--- src/rtl/rotate_pipe_if.sv ---
// Valid/ready bus for rotate_pipe: operand beat in, result beat out.
interface rotate_pipe_if #(
  parameter int unsigned WIDTH   = 32,
  parameter int unsigned SHAMT_W = $clog2(WIDTH),
  parameter int unsigned TAG_W   = 4
);
  logic               in_valid;
  logic               in_ready;
  logic [WIDTH-1:0]   in_data;
  logic [SHAMT_W-1:0] in_amt;
  logic [1:0]         in_op;
  logic [TAG_W-1:0]   in_tag;
  logic               out_valid;
  logic               out_ready;
  logic [WIDTH-1:0]   out_data;
  logic [TAG_W-1:0]   out_tag;

  modport master (
    output in_valid, in_data, in_amt, in_op, in_tag, out_ready,
    input  in_ready, out_valid, out_data, out_tag
  );

  modport slave (
    input  in_valid, in_data, in_amt, in_op, in_tag, out_ready,
    output in_ready, out_valid, out_data, out_tag
  );
endinterface

--- src/rtl/rotate_pipe.sv ---
// Pipelined barrel rotator/shifter: one mux level per amount bit, a register after each level.
module rotate_pipe #(
  parameter int unsigned WIDTH   = 32,
  parameter int unsigned SHAMT_W = $clog2(WIDTH),
  parameter int unsigned TAG_W   = 4
) (
  input logic           clk,
  input logic           rst_n,
  rotate_pipe_if.slave  bus
);

  localparam int unsigned S = SHAMT_W;

  typedef struct packed {
    logic [WIDTH-1:0]   data;
    logic [SHAMT_W-1:0] amt;
    logic [1:0]         op;
    logic [TAG_W-1:0]   tag;
  } stage_t;

  // Amount travels left-aligned: every level tests the MSB, then shifts it out.
  function automatic logic [WIDTH-1:0] move(input logic [WIDTH-1:0] d,
                                            input logic [1:0]       op,
                                            input int unsigned      lg);
    int unsigned m;
    m = 32'd1 << lg;
    case (op)
      2'b00:   move = (d >> m) | (d << (WIDTH - m));
      2'b01:   move = (d << m) | (d >> (WIDTH - m));
      2'b10:   move = d >> m;
      default: move = WIDTH'($signed(d) >>> m);
    endcase
  endfunction

  stage_t             r_stg [S-1];
  logic [WIDTH-1:0]   r_out_data;
  logic [TAG_W-1:0]   r_out_tag;
  logic [S-1:0]       r_vld;
  logic               r_run;

  stage_t             w_lvl_in [S];
  logic [WIDTH-1:0]   w_mov    [S];
  logic [S-1:0]       w_adv;
  logic [S-1:0]       w_load;
  logic [S-1:0]       w_vin;
  logic               w_acc;

  always_comb begin
    w_lvl_in[0] = '{data: bus.in_data, amt: bus.in_amt, op: bus.in_op, tag: bus.in_tag};
    for (int k = 1; k < S; k++) w_lvl_in[k] = r_stg[k-1];
    for (int k = 0; k < S; k++) begin
      w_mov[k] = w_lvl_in[k].data;
      if (w_lvl_in[k].amt[S-1]) w_mov[k] = move(w_lvl_in[k].data, w_lvl_in[k].op, S - 1 - k);
    end
  end

  // A stage advances when the output drains or any stage downstream holds a bubble.
  always_comb begin
    logic bub;
    bub = 1'b0;
    for (int i = S - 1; i >= 0; i--) begin
      w_adv[i]  = r_vld[i] & (bus.out_ready | bub);
      w_load[i] = ~r_vld[i] | w_adv[i];
      bub       = bub | ~r_vld[i];
    end
  end

  assign bus.in_ready = r_run & w_load[0];
  assign w_acc        = bus.in_valid & bus.in_ready;
  assign w_vin        = {r_vld[S-2:0], w_acc};

  always_ff @(posedge clk or negedge rst_n) begin
    if (!rst_n) begin
      r_run      <= 1'b0;
      r_vld      <= '0;
      r_out_data <= '0;
      r_out_tag  <= '0;
      for (int i = 0; i < S - 1; i++) r_stg[i] <= '0;
    end else begin
      r_run <= 1'b1;
      for (int i = 0; i < S; i++) begin
        if (w_load[i]) r_vld[i] <= w_vin[i];
      end
      for (int i = 0; i < S - 1; i++) begin
        if (w_load[i] && w_vin[i]) begin
          r_stg[i] <= '{data: w_mov[i],
                        amt:  w_lvl_in[i].amt << 1,
                        op:   w_lvl_in[i].op,
                        tag:  w_lvl_in[i].tag};
        end
      end
      if (w_load[S-1] && w_vin[S-1]) begin
        r_out_data <= w_mov[S-1];
        r_out_tag  <= w_lvl_in[S-1].tag;
      end
    end
  end

  assign bus.out_valid = r_vld[S-1];
  assign bus.out_data  = r_out_data;
  assign bus.out_tag   = r_out_tag;

endmodule

--- src/flat_wrapper.sv ---
// flat-port wrapper written by rule: the top's interface ports become plain ports
module rotate_pipe_flat 
#(
  parameter int unsigned WIDTH   = 32,
  parameter int unsigned SHAMT_W = $clog2(WIDTH),
  parameter int unsigned TAG_W   = 4
)
  (clk, rst_n, bus_in_valid, bus_in_data, bus_in_amt, bus_in_op, bus_in_tag, bus_out_ready, bus_in_ready, bus_out_valid, bus_out_data, bus_out_tag);
  rotate_pipe_if #(.WIDTH(WIDTH), .SHAMT_W(SHAMT_W), .TAG_W(TAG_W)) bus_i ();
  input logic clk;
  input logic rst_n;
  input wire logic [$bits(bus_i.in_valid)-1:0] bus_in_valid;
  input wire logic [$bits(bus_i.in_data)-1:0] bus_in_data;
  input wire logic [$bits(bus_i.in_amt)-1:0] bus_in_amt;
  input wire logic [$bits(bus_i.in_op)-1:0] bus_in_op;
  input wire logic [$bits(bus_i.in_tag)-1:0] bus_in_tag;
  input wire logic [$bits(bus_i.out_ready)-1:0] bus_out_ready;
  output wire logic [$bits(bus_i.in_ready)-1:0] bus_in_ready;
  output wire logic [$bits(bus_i.out_valid)-1:0] bus_out_valid;
  output wire logic [$bits(bus_i.out_data)-1:0] bus_out_data;
  output wire logic [$bits(bus_i.out_tag)-1:0] bus_out_tag;
  assign bus_i.in_valid = bus_in_valid;
  assign bus_i.in_data = bus_in_data;
  assign bus_i.in_amt = bus_in_amt;
  assign bus_i.in_op = bus_in_op;
  assign bus_i.in_tag = bus_in_tag;
  assign bus_i.out_ready = bus_out_ready;
  assign bus_in_ready = bus_i.in_ready;
  assign bus_out_valid = bus_i.out_valid;
  assign bus_out_data = bus_i.out_data;
  assign bus_out_tag = bus_i.out_tag;
  rotate_pipe #(.WIDTH(WIDTH), .SHAMT_W(SHAMT_W), .TAG_W(TAG_W)) u_core (.clk(clk), .rst_n(rst_n), .bus(bus_i));
endmodule
--- config.mk ---
export PLATFORM = sky130hd
export DESIGN_NAME = rotate_pipe_flat
export DESIGN_NICKNAME = d
export VERILOG_FILES = /design/src/rtl/rotate_pipe_if.sv /design/src/rtl/rotate_pipe.sv /design/src/flat_wrapper.sv
export SDC_FILE = /design/constraint.sdc
export NUM_CORES = 1
export LEC_CHECK = 0
export CAP_MARGIN = 20
export CORE_MARGIN = 2
export CORE_UTILIZATION = 30
export CTS_BUF_LIST = sky130_fd_sc_hd__clkbuf_16
export DETAILED_ROUTE_END_ITERATION = 8
export PLACE_DENSITY_LB_ADDON = 0.05
export SYNTH_ARGS = -nofsm -noshare
export SYNTH_HDL_FRONTEND = slang
export SYNTH_SLANG_ARGS = --single-unit
--- constraint.sdc ---
create_clock -name clk -period 1.78 [get_ports clk]
set_input_delay 0.267 -clock clk [delete_from_list [all_inputs] [get_ports clk]]
set_output_delay 0.267 -clock clk [all_outputs]
set_load 0.01 [all_outputs]
# Word-level counts from Yosys, hierarchy flattened
# Index checks and enable logic that the tools add are counted.
# classes
reduce_logical	11
muxes	10
n_eq_ne	10
n_bitwise	33
# op_table
operator	n
one-hot mux 32 bit (3 select lines)	4
two-way mux 32 bit	5
one-hot mux 32 bit (2 select lines)	1
OR 16 x 32 -> 32 bit	1
OR 24 x 32 -> 32 bit	1
OR 28 x 32 -> 32 bit	1
OR 30 x 32 -> 32 bit	1
OR 31 x 32 -> 32 bit	1
OR 32 x 1 -> 32 bit	1
OR 32 x 2 -> 32 bit	1
OR 32 x 4 -> 32 bit	1
OR 32 x 8 -> 32 bit	1
OR 1 bit	12
== test 2 x 1 -> 1 bit, second input constant	5
== test 2 bit, second input constant	5
zero test 2 bit	5
bitwise AND 1 bit	7
logical AND 1 bit	5
NOT 1 bit	5
OR reduction 2 bit	1
# totals
out_inout_bits	38
register_bits	204
in_bits	47

# Depth between registers and ports, before layout
# Gate-level depths: netlist of the first run.
# logic_depth
word_depth	10
ltp_mapped	6
depth_no_buf	3

# Least setup slack after synthesis of the first run
# No wires, ideal clock.
# synth_path
path_kind	register to register
start	reg u_core.r_vld[2]
end	reg u_core.r_stg[129] (netlist name)
stages_incl_launch_ff	7
slack_ns	0.069
arrival_time_ns	1.583
path_cell_list	dfrtp_1 > buf_2 > and4b_1 > buf_2 > a31oi_4 > buf_6 > mux2_1
# synth_via
elab_chain_len	9
# synth_lines
item	line_no	text
start: declaration	rotate_pipe.sv:38	logic [S-1:0] r_vld;
start signal: indexed assignment	rotate_pipe.sv:82	if (w_load[i]) r_vld[i] <= w_vin[i];
NOT 1 bit *	rotate_pipe.sv:64	bub = bub | ~r_vld[i];
OR 1 bit * (2 in series)	rotate_pipe.sv:64	
OR 1 bit *	rotate_pipe.sv:62	w_adv[i] = r_vld[i] & (bus.out_ready | bub);
bitwise AND 1 bit *	rotate_pipe.sv:62	
OR 1 bit *	rotate_pipe.sv:63	w_load[i] = ~r_vld[i] | w_adv[i];
bitwise AND 1 bit	rotate_pipe.sv:68	assign bus.in_ready = r_run & w_load[0];
bitwise AND 1 bit	rotate_pipe.sv:69	assign w_acc = bus.in_valid & bus.in_ready;
logical AND 1 bit *	rotate_pipe.sv:85	if (w_load[i] && w_vin[i]) begin
end signal: indexed assignment	rotate_pipe.sv:86	r_stg[i] <= '{data: w_mov[i],
end: declaration	rotate_pipe.sv:35	stage_t r_stg [S-1];
# Every way passes the cells marked *; elsewhere a longest branch is shown, timed or not.
# A chain may end at the register's enable or synchronous reset.

# Final worst setup path of the first run
# layout_path
start	reg u_core.r_vld[4]
end	out bus_in_ready
# layout_via
elab_chain_len	8
# layout_lines
item	line_no	text
NOT 1 bit	rotate_pipe.sv:64	
OR 1 bit (3 in series)	rotate_pipe.sv:64	
OR 1 bit	rotate_pipe.sv:62	
bitwise AND 1 bit	rotate_pipe.sv:62	
OR 1 bit	rotate_pipe.sv:63	
bitwise AND 1 bit	rotate_pipe.sv:68	
end: declaration	flat_wrapper.sv:18	output wire logic [$bits(bus_i.in_ready)-1:0] bus_in_ready;
# Every way passes these cells.

==> flow_metrics.tcl, run 1 <==
set metrics [dict create \
    status "complete, but fails checks" \
    failed_checks "negative setup slack" \
    clock_power_share 0.234 \
    fin_tns_setup_ps -107.3 \
    critical_path_buf_inv_count 2 \
    synth_seq_area_share 0.4512 \
    tritoncts.num_buffers 25 \
    synthDominantAreaCellType "sky130_fd_sc_hd__dfrtp_1" \
    synthesis.yosys.warnings 0 \
    power-per-cell-area_nw_per_um2 1417 \
    maxCapViolCount 0 \
    dr.pass1.iters 5 \
    first_iter_violations 448 \
    grt_start_max_net_pins 68 \
    clkSlewWorstSetupHoldPaths_ps 50 \
    path_cells "nand4b_1 -> buf_6 -> o21a_1 -> buf_2" \
    slew-limit-headroom 0.3271 \
    die_x_microns 198.2 \
    yosys_register_bits 204 \
    hold_path.class "primary input to async pin" \
    cells_after_synthesis 1062 \
    cts_tree "yes" \
    synth_top_cells_by_area "sky130_fd_sc_hd__dfrtp_1 45%, sky130_fd_sc_hd__and3b_1 6.9%, sky130_fd_sc_hd__a211oi_1 5.9%" \
    final_nets 1182 \
    swShare 0.3667 \
    grtUsageMet3 0.02623 \
    worst_reg2reg_setup_slack_ps -30 \
    dr_total_vias 8865 \
    instances_no_fill 1660 \
    first_global_vias 8872 \
    initial_utilization 0.3025 \
    fin_skew_ps 12.85 \
    area.growth.synth_to_final_pct 23.51 \
    cts_max_path_buffers 3 \
    post_synth_num_cell_types 39 \
    clock_tree.htree_level_count 1 \
    post_route_cells_drive_above_1_share 0.1532 \
    row_count 71 \
    p_sw_uw 7263 \
    comb_power_share 0.356 \
    route.detailed.wl_per_inst_microns 20.58 \
    synth.cell_area_sq_um 11310 \
    unrepaired_setup_endpoints_after_global_routing "yes" \
    grt_overflow_total 0 \
    worst-endpoint-required_ps 1510 \
    antennaDiodeCount 0 \
    detailed_route_wl_microns 34170 \
    antenna_violations_before_repair 0 \
    vdd.ir_drop.worst_mv 0.6342 \
    tightestPinTransition_ps 1008 \
    final_min_period_over_clock_period 1.020 \
    startpoint_types "register" \
    setup.worst_path.class "register to output pin" \
    count_of_flip_flops_with_a_built_in_enable_after_synthesis 0 \
    crit_slowest_cell "sky130_fd_sc_hd__dfrtp_2" \
    worst-endpoint-arrival_ps 1550 \
    critical_path.max_stage_delay_ps 440 \
    globalRoute.busiestLayer "met2" \
    chipHeight_microns 198.2 \
    worstPathMaxFanout 3 \
    top_level_ports 85 \
    report.final.hold_viol_count 0 \
    grtUsageMet1 0.2501 \
    p_leak_uw 0.005953 \
    fmax_mhz 550.9 \
    globalRouteTotalUtil 0.1747 \
    grt_first_pass_wirelength_microns 54060 \
    clock_insertion_delay_worst_skew_ps 540 \
    fillers 3753 \
    place.detailed.hpwl_microns 24330 \
    postSynthNetCount 1109 \
    avgSynthCellArea_sq_um 10.65 \
    timing.final.max_slew_violations 0 \
    worst_setup_end_kind "output pin" \
    dpl.cell_count 1614 \
    synthFlopType "sky130_fd_sc_hd__dfrtp_1" \
    route.antenna.remaining_nets 0 \
    internal_power_of_the_cells_uw 12540 \
    gp_routability_congestion 0.7597 \
    clock_sinks 204 \
    crit_family "flip-flops" \
    io_buffer_count 84 \
    synth-async-reset-ratio 1.000 \
    cts_root_buf "sky130_fd_sc_hd__clkbuf_16" \
    grt_use_met2 0.2756 \
    die_area_sq_um 39280 \
    yosysTopAreaCellShare 0.4512 \
    core_area_sq_um 37400 \
    post_drt_via_cell_ratio 5.340 \
    layout_setup_ws_ps -35.27 \
    power.sequential.fraction 0.410 \
    layout_min_cycle_time_ps 1815 \
    remaining_drc_errors 0 \
    setup_viol_count_final 4 \
]
-- synthesized netlist by cell type (2+ instances only) --
cell / count
sky130_fd_sc_hd__clkbuf_1: 93
sky130_fd_sc_hd__mux2_2: 57
sky130_fd_sc_hd__mux2i_1: 47
sky130_fd_sc_hd__o32ai_1: 3
sky130_fd_sc_hd__o211ai_1: 73
sky130_fd_sc_hd__nand4b_1: 25
sky130_fd_sc_hd__a31oi_1: 15
sky130_fd_sc_hd__a32o_1: 7
sky130_fd_sc_hd__o21a_1: 8
sky130_fd_sc_hd__buf_4: 4
sky130_fd_sc_hd__a22o_1: 3
sky130_fd_sc_hd__nand2b_1: 23
sky130_fd_sc_hd__o31ai_1: 28
sky130_fd_sc_hd__o211a_1: 2
sky130_fd_sc_hd__nor3_1: 3
sky130_fd_sc_hd__o221ai_1: 23
sky130_fd_sc_hd__o21ai_0: 29
sky130_fd_sc_hd__buf_2: 19
sky130_fd_sc_hd__buf_6: 3
sky130_fd_sc_hd__and3b_1: 89
sky130_fd_sc_hd__o2bb2ai_1: 63
sky130_fd_sc_hd__nand2_1: 31
sky130_fd_sc_hd__a21boi_0: 3
sky130_fd_sc_hd__nand3_1: 4
sky130_fd_sc_hd__a211oi_1: 89
sky130_fd_sc_hd__mux2_1: 24
sky130_fd_sc_hd__buf_1: 3
sky130_fd_sc_hd__inv_1: 32
sky130_fd_sc_hd__nor2_1: 46
sky130_fd_sc_hd__dfrtp_1: 204
-- worst register-to-register path, cell delays in order (launching register included) --
cell	delay, ps
sky130_fd_sc_hd__dfrtp_2	440
sky130_fd_sc_hd__nand4b_1	140
sky130_fd_sc_hd__buf_6	150
sky130_fd_sc_hd__buf_4	150
sky130_fd_sc_hd__o21ai_4	160
sky130_fd_sc_hd__buf_12	150
sky130_fd_sc_hd__clkbuf_16	180
sky130_fd_sc_hd__mux2_2	330
-- timing repair --
action / CTS / global route
hold endpoints to repair: 36 / 0
buffers inserted: 1 / 1
cloned: 0 / 2
hold buffers: 1 / 0
pin swaps: 1 / 1
endpoints found under the setup margin: 2 / 13
gates resized for setup: 7 / 14
-- cell usage in the layout (no fill, tap or decap), drive strengths merged, types with 31 or more instances in the layout --
master         synthesis  final
mux2                  81     81
clkdlybuf4s50          0     79
dfrtp                204    204
buf                   29     83
mux2i                 47     47
inv                   32     39
o2bb2ai               63     63
a211oi                89     89
nand2                 31     31
and3b                 89     89
o211ai                73     73
nor2                  46     46
-- power by group through the flow --
stage | registers (uW) | clock network [uW] | logic [uW]
after floorplan | 7520 | 0 | 4370
after global placement | 8200 | 0 | 7000
after detailed placement | 8210 | 0 | 7020
after CTS | 8140 | 4830 | 7050
after global routing | 8360 | 5010 | 7790
final | 8120 | 4630 | 7050
-- per-stage QoR --
step                        util  worst slack (ps)  hold slack [ps]  cell area [sq um]  power, uW
after floorplan                -             69.23           -28.59              11310      11890
after global placement    0.3507            -413.6            228.4              13120      15210
after detailed placement  0.3507            -396.3            228.2              13120      15230
after CTS                 0.3704            -47.73            221.9              13850      20020
after global routing      0.3736            -100.8            240.1              13970      21170
final                     0.3736            -35.27            228.2              13970      19810
-- per-layer routing --
metal  wire length [microns]  part of all wire
met5                       0                 0
met4                     754             0.022
met3                     945             0.028
met2                   15710              0.46
met1                   16760              0.49
-- cells by family (layout without fill, tap and decap cells) --
kind of cell	Yosys count	in the layout	synth area share
AO/OA/AOI/OAI	351	351	0.2380
buffers and inverters	154	241	0.05651
flip-flops	204	204	0.4512
multiplexers	128	128	0.1222
other	1	1	0.0003315
AND/OR/NAND/NOR	224	224	0.1317
-- registers in the layout, indices dropped and copies added, names as in the netlist --
register,cells
u_core.r_vld,5
u_core.bus.out_data,32
u_core.bus.out_tag,4
u_core.r_run,1
u_core.r_stg,162
-- final cells by class --
type                            instances  area (sq um)  share of cell area
Clock inverter                         16         93.84            0.006716
Sequential cell                       204          5107              0.3655
Timing Repair Buffer                  168          1765              0.1263
Multi-Input combinational cell        704          5622              0.4023
Tap cell                              511         639.4             0.04576
Inverter                               32         120.1            0.008596
Clock buffer                           25         625.6             0.04477
-- path summary, 6_finish.rpt --
kind / start / end / cells past startpoint
hold reg to reg: u_core.r_stg[131] / u_core.r_stg[131] / 1
setup / recovery: u_core.r_vld[4] / bus_in_ready / 4
hold / removal: rst_n / u_core.bus.out_data[2] / 2
max in group asynchronous: rst_n / u_core.r_stg[161] / 3
min in group clk: bus_in_amt[4] / u_core.r_stg[156] / 3
setup reg to reg: u_core.r_vld[4] / u_core.r_stg[104] / 7
Note: power is estimated with default switching activity, not from simulation.
==> run 2: changes to the inputs <==
- GPL_TIMING_DRIVEN: not set -> 0
==> flow_metrics.tcl, run 2 (synthesis results as in run 1) <==
set metrics [dict create \
    vdd.ir_drop.worst_mv 0.6837 \
    worstPathMaxFanout 4 \
    clock_tree.htree_level_count 1 \
    status "complete, but fails checks" \
    largest_register_ffs 162 \
    setup.worst_path.class "register to output pin" \
    fin_util 0.3776 \
    dpl.cell_count 1656 \
    layout_common_cells "204 x sky130_fd_sc_hd__dfrtp_1, 89 x sky130_fd_sc_hd__and3b_1, 89 x sky130_fd_sc_hd__a211oi_1" \
    maxCapViolCount 0 \
    swShare 0.3762 \
    instances_no_fill 1715 \
    report.final.hold_viol_count 0 \
    timing.critical_path.from "u_core.r_vld[2]" \
    power.sequential.fraction 0.408 \
    p_leak_uw 0.006009 \
    post_route_cells_drive_above_1_share 0.1395 \
    detailed_route_wl_microns 37840 \
    regMostFlops "u_core.r_stg" \
    critical_path.reg2reg.startpoint "u_core.r_vld[2]" \
    row_count 71 \
    cts_tree "yes" \
    final_min_period_over_clock_period 1.018 \
    post_drt_via_cell_ratio 5.364 \
    core_area_sq_um 37400 \
    route.detailed.wl_per_inst_microns 22.06 \
    startpoint_types "register" \
    worst-endpoint-required_ps 1510 \
    worst_setup_end_kind "output pin" \
    route.antenna.remaining_nets 0 \
    final_nets 1233 \
    failed_checks "negative setup slack" \
    tightestPinTransition_ps 754.4 \
    fin_skew_ps 18.30 \
    dp_slack_ps -851.5 \
    place.detailed.hpwl_microns 28280 \
    unrepaired_setup_endpoints_after_global_routing "yes" \
    p_total_uw 20280 \
    area.growth.synth_to_final_pct 24.83 \
    fmax_mhz 551.7 \
    grt_start_max_net_pins 113 \
    power-per-cell-area_nw_per_um2 1436 \
    clock_insertion_delay_worst_skew_ps 540 \
    hold_path.class "primary input to register" \
    p_sw_uw 7628 \
    timing.final.max_slew_violations 0 \
    io_buffer_count 82 \
    first_iter_violations 579 \
    cts_max_path_buffers 3 \
    setup_viol_count_final 16 \
    internal_power_of_the_cells_uw 12650 \
    fin_tns_setup_ps -148.8 \
    gp_routability_congestion 0.8214 \
    first_global_vias 9638 \
    initial_utilization 0.3025 \
    clkSlewWorstSetupHoldPaths_ps 60 \
    comb_power_share 0.351 \
    antennaDiodeCount 0 \
    die_area_sq_um 39280 \
    layout_setup_ws_ps -32.72 \
    worst-endpoint-arrival_ps 1550 \
    mostFrequentLayoutCell "sky130_fd_sc_hd__dfrtp_1" \
    worst_r2r_path_depth 6 \
    grt_overflow_total 0 \
    slew-limit-headroom 0.4970 \
    antenna_violations_before_repair 0 \
    layout_min_cycle_time_ps 1813 \
    globalRouteTotalUtil 0.1943 \
    remaining_drc_errors 0 \
    regToRegEndpoint "u_core.r_stg[156]" \
    clock_sinks 204 \
    chipHeight_microns 198.2 \
    cts_root_buf "sky130_fd_sc_hd__clkbuf_16" \
    clock_power_share 0.241 \
    fillers 3773 \
    grt_first_pass_wirelength_microns 58970 \
    die_x_microns 198.2 \
    dr_total_vias 9199 \
    tritoncts.num_buffers 26 \
    worst_reg2reg_setup_slack_ps -20 \
    crit_path_end "bus_in_ready" \
    dr.pass1.iters 5 \
    top_level_ports 85 \
]
==> run 2: changes by cell type in the layout (fill, tap and decap cells not counted), sizes merged <==
cell | before | now
clkdlybuf4s50 | 79 | 78
inv | 39 | 40
dlymetal6s2s | 1 | 0
buf | 83 | 47
clkbuf | 28 | 117
clkinv | 8 | 10
dlygate4sd2 | 1 | 2
==> run 2: critical path: stages (launching register included) <==
cell and delay [ps]:
sky130_fd_sc_hd__dfrtp_1 330, sky130_fd_sc_hd__buf_6 100, sky130_fd_sc_hd__nand4b_1 110, sky130_fd_sc_hd__buf_6 160, sky130_fd_sc_hd__o21a_1 170, sky130_fd_sc_hd__buf_2 130
==> run 2: cell type report <==
type,count,area (sq um),share of cell area
multi-input combinational,704,5751,0.4072
sequential,204,5105,0.3615
timing repair buffer,102,1106,0.07832
clock buffer,27,675.6,0.04784
tap,511,639.4,0.04527
buffer,116,621.8,0.04403
inverter,32,120.1,0.008505
clock inverter,19,103.9,0.007354
==> run 2: through the flow <==
step	hold WS (ps)	area, sq um
global route	318.0	14120
CTS	307.8	13870
finish	325.8	14120
global placement	473.6	12770
floorplan	-28.59	11310
detailed placement	362.9	12810
==> run 2: worst min path at each step <==
stage,startpoint,endpoint,slack (ps),depth (start not counted)
6_report,bus_in_amt[4],u_core.r_stg[157],330,4
5_1_grt,bus_in_amt[2],u_core.r_stg[138],320,2
4_1_cts,bus_in_tag[3],u_core.r_stg[132],310,2
3_5_place_dp,rst_n,u_core.bus.out_data[0],360,1
3_3_place_gp,u_core.r_stg[131],u_core.r_stg[131],470,1
2_1_floorplan,rst_n,u_core.bus.out_data[0],-30,0
==> run 2: what timing repair did <==
action,in CTS,in global routing
resized for setup,50,71
hold buffers,1,0
setup buffers,11,3
endpoints found under the hold margin,92,0
endpoints found under the setup margin,191,167
pin swaps,4,3
gates cloned,2,2
==> run 2: power by group through the flow <==
| stage | Combinational, uW | Clock [uW] | Sequential (uW) |
|---|---|---|---|
| global route | 7820 | 5230 | 8500 |
| detailed placement | 6960 | 0 | 8240 |
| global placement | 6920 | 0 | 8250 |
| CTS | 7060 | 5070 | 8200 |
| finish | 7120 | 4890 | 8270 |
| floorplan | 4370 | 0 | 7520 |
==> run 2: routing by layer <==
metal / vias up / global-route usage / share of wire
met5: - / 0 / 0
li1: 4341 / - / -
met2: 178 / 0.3320 / 0.49
met1: 4625 / 0.2579 / 0.45
met3: 55 / 0.02061 / 0.029
met4: 0 / 0.06015 / 0.029
==> run 3: changes to the inputs <==
- CORE_MARGIN: 2 -> 10
==> flow_metrics.tcl, run 3 (synthesis results as in run 1) <==
set metrics [dict create \
    globalRouteTotalUtil 0.1633 \
    cts_tree "yes" \
    p_sw_uw 7600 \
    clock_tree.htree_level_count 1 \
    setup_viol_count_final 1 \
    detailed_place.area_sq_um 12810 \
    failed_checks "negative setup slack" \
    p_leak_uw 0.005963 \
    antennaDiodeCount 0 \
    final.hold.worst_slack_ps 312.1 \
    core_area_sq_um 37400 \
    crit_slowest_cell "sky130_fd_sc_hd__dfrtp_1" \
    report.final.hold_viol_count 0 \
    critical_path_buf_inv_count 3 \
    detailed_route_wl_microns 38710 \
    place.detailed.hpwl_microns 28830 \
    route.detailed.wl_per_inst_microns 22.65 \
    comb_power_share 0.353 \
    fin_skew_ps 10.05 \
    gp_routability_congestion 0.8593 \
    die_area_sq_um 45880 \
    critical_path.max_stage_delay_ps 330 \
    antenna_violations_before_repair 0 \
    largest_register_ffs 162 \
    dr.pass1.iters 5 \
    maxCapViolCount 0 \
    layout_min_cycle_time_ps 1796 \
    swShare 0.3787 \
    die_x_microns 214.2 \
    unrepaired_setup_endpoints_after_global_routing "yes" \
    startpoint_types "register" \
    io_buffer_count 82 \
    grt_start_max_net_pins 110 \
    hold_path.class "primary input to register" \
    worst-endpoint-required_ps 1510 \
    cts_root_buf "sky130_fd_sc_hd__clkbuf_16" \
    post_drt_via_cell_ratio 5.372 \
    vdd.ir_drop.worst_mv 0.7064 \
    timing.final.max_slew_violations 0 \
    first_global_vias 10000 \
    initial_utilization 0.3025 \
    worst_r2r_path_depth 8 \
    min_to "u_core.r_stg[162]" \
    crit_family "buffers and inverters" \
    mostFrequentLayoutCell "sky130_fd_sc_hd__dfrtp_1" \
    worst_reg2reg_setup_slack_ps 30 \
    layout_common_cells "202 x sky130_fd_sc_hd__dfrtp_1, 89 x sky130_fd_sc_hd__and3b_1, 89 x sky130_fd_sc_hd__a211oi_1" \
    final_cell_area_sq_um 14070 \
    grt_first_pass_wirelength_microns 60480 \
    slew-limit-headroom 0.4077 \
    route.antenna.remaining_nets 0 \
    regToRegEndpoint "u_core.r_stg[116]" \
    critical_path.reg2reg.startpoint "u_core.r_vld[3]" \
    final_min_period_over_clock_period 1.009 \
    power.sequential.fraction 0.413 \
    chipHeight_microns 214.2 \
    dr_total_vias 9181 \
    row_count 71 \
    power-per-cell-area_nw_per_um2 1427 \
    post_route_cells_drive_above_1_share 0.1394 \
    setup.worst_path.class "register to output pin" \
    status "complete, but fails checks" \
    clkSlewWorstSetupHoldPaths_ps 50 \
    path_cells "buf_6 -> nand4b_1 -> buf_6 -> o21a_1 -> buf_2" \
    tritoncts.num_buffers 26 \
    fin_util 0.3762 \
    grt_overflow_total 0 \
    tightestPinTransition_ps 888.4 \
    remaining_drc_errors 0 \
    worst_setup_end_kind "output pin" \
    area.growth.synth_to_final_pct 24.35 \
    clock_power_share 0.234 \
    cts_max_path_buffers 3 \
    top_level_ports 85 \
    regMostFlops "u_core.r_stg" \
    min_delay_path_depth 4 \
    internal_power_of_the_cells_uw 12470 \
    worstPathMaxFanout 4 \
    dp_slack_ps -837.8 \
    cp_common_cell "sky130_fd_sc_hd__buf_6" \
    final_nets 1229 \
    layout_setup_ws_ps -16.29 \
    clock_insertion_delay_worst_skew_ps 530 \
    timing.hold.worst.start "bus_in_amt[4]" \
    fmax_mhz 556.7 \
    first_iter_violations 477 \
    clock_sinks 204 \
    worst-endpoint-arrival_ps 1530 \
]
## run 3: power groups by stage
stage | combinational (uW) | sequential [uW] | clock, uW
after detailed placement | 6970 | 8230 | 0
after CTS | 7090 | 8160 | 4880
after global placement | 6960 | 8250 | 0
final | 7080 | 8290 | 4690
after floorplan | 4370 | 7520 | 0
after global routing | 7790 | 8540 | 5040
## run 3: layout make-up
type	count	area [sq um]
Fill cell	3788	23330
Multi-Input combinational cell	704	5743
Sequential cell	204	5107
Timing Repair Buffer	100	1085
Clock buffer	27	675.6
Tap cell	511	639.4
Buffer	114	631.9
Inverter	32	120.1
Clock inverter	17	66.31
## run 3: repair_timing
item / in CTS / in global routing
endpoints found under the hold margin: 108 / 0
setup buffers: 6 / 6
pin swaps: 3 / 2
hold buffers: 1 / 0
gates resized for setup: 46 / 74
gates cloned: 1 / 3
endpoints found under the setup margin: 190 / 164
## run 3: worst max-delay path by stage
stage | from | to | slack, ps | cells past startpoint
final | u_core.r_vld[3] | bus_in_ready | -20 | 5
after global routing | u_core.r_vld[3] | bus_in_ready | -80 | 5
after CTS | u_core.r_vld[4] | bus_in_ready | -50 | 4
after detailed placement | bus_out_ready | u_core.r_stg[86] | -840 | 5
after global placement | rst_n | u_core.r_stg[166] | -8950 | 1
after floorplan | u_core.r_vld[2] | u_core.r_stg[129] | 70 | 6
## run 3: metal layers
metal  global-route usage  vias to the layer above  share of wire
met5                    0                        -              0
met4              0.04869                        0          0.026
met3              0.02130                       54          0.027
met2               0.2814                      165           0.49
met1               0.2088                     4627           0.46
li1                     -                     4335              -
## run 3: tightest hold or removal path: stages
cell	delay, ps
sky130_fd_sc_hd__buf_2	210
sky130_fd_sc_hd__nor2_1	70
sky130_fd_sc_hd__a31oi_1	120
sky130_fd_sc_hd__mux2_1	130
## run 3: per-stage QoR
stage	instances	setup TNS, ps	total power, uW
floorplan	1062	0	11890
global placement	1655	-1923000	15210
detailed placement	1656	-100330	15200
CTS	1707	-986.2	20140
global route	1709	-151.3	21370
finish	1709	-16.29	20070
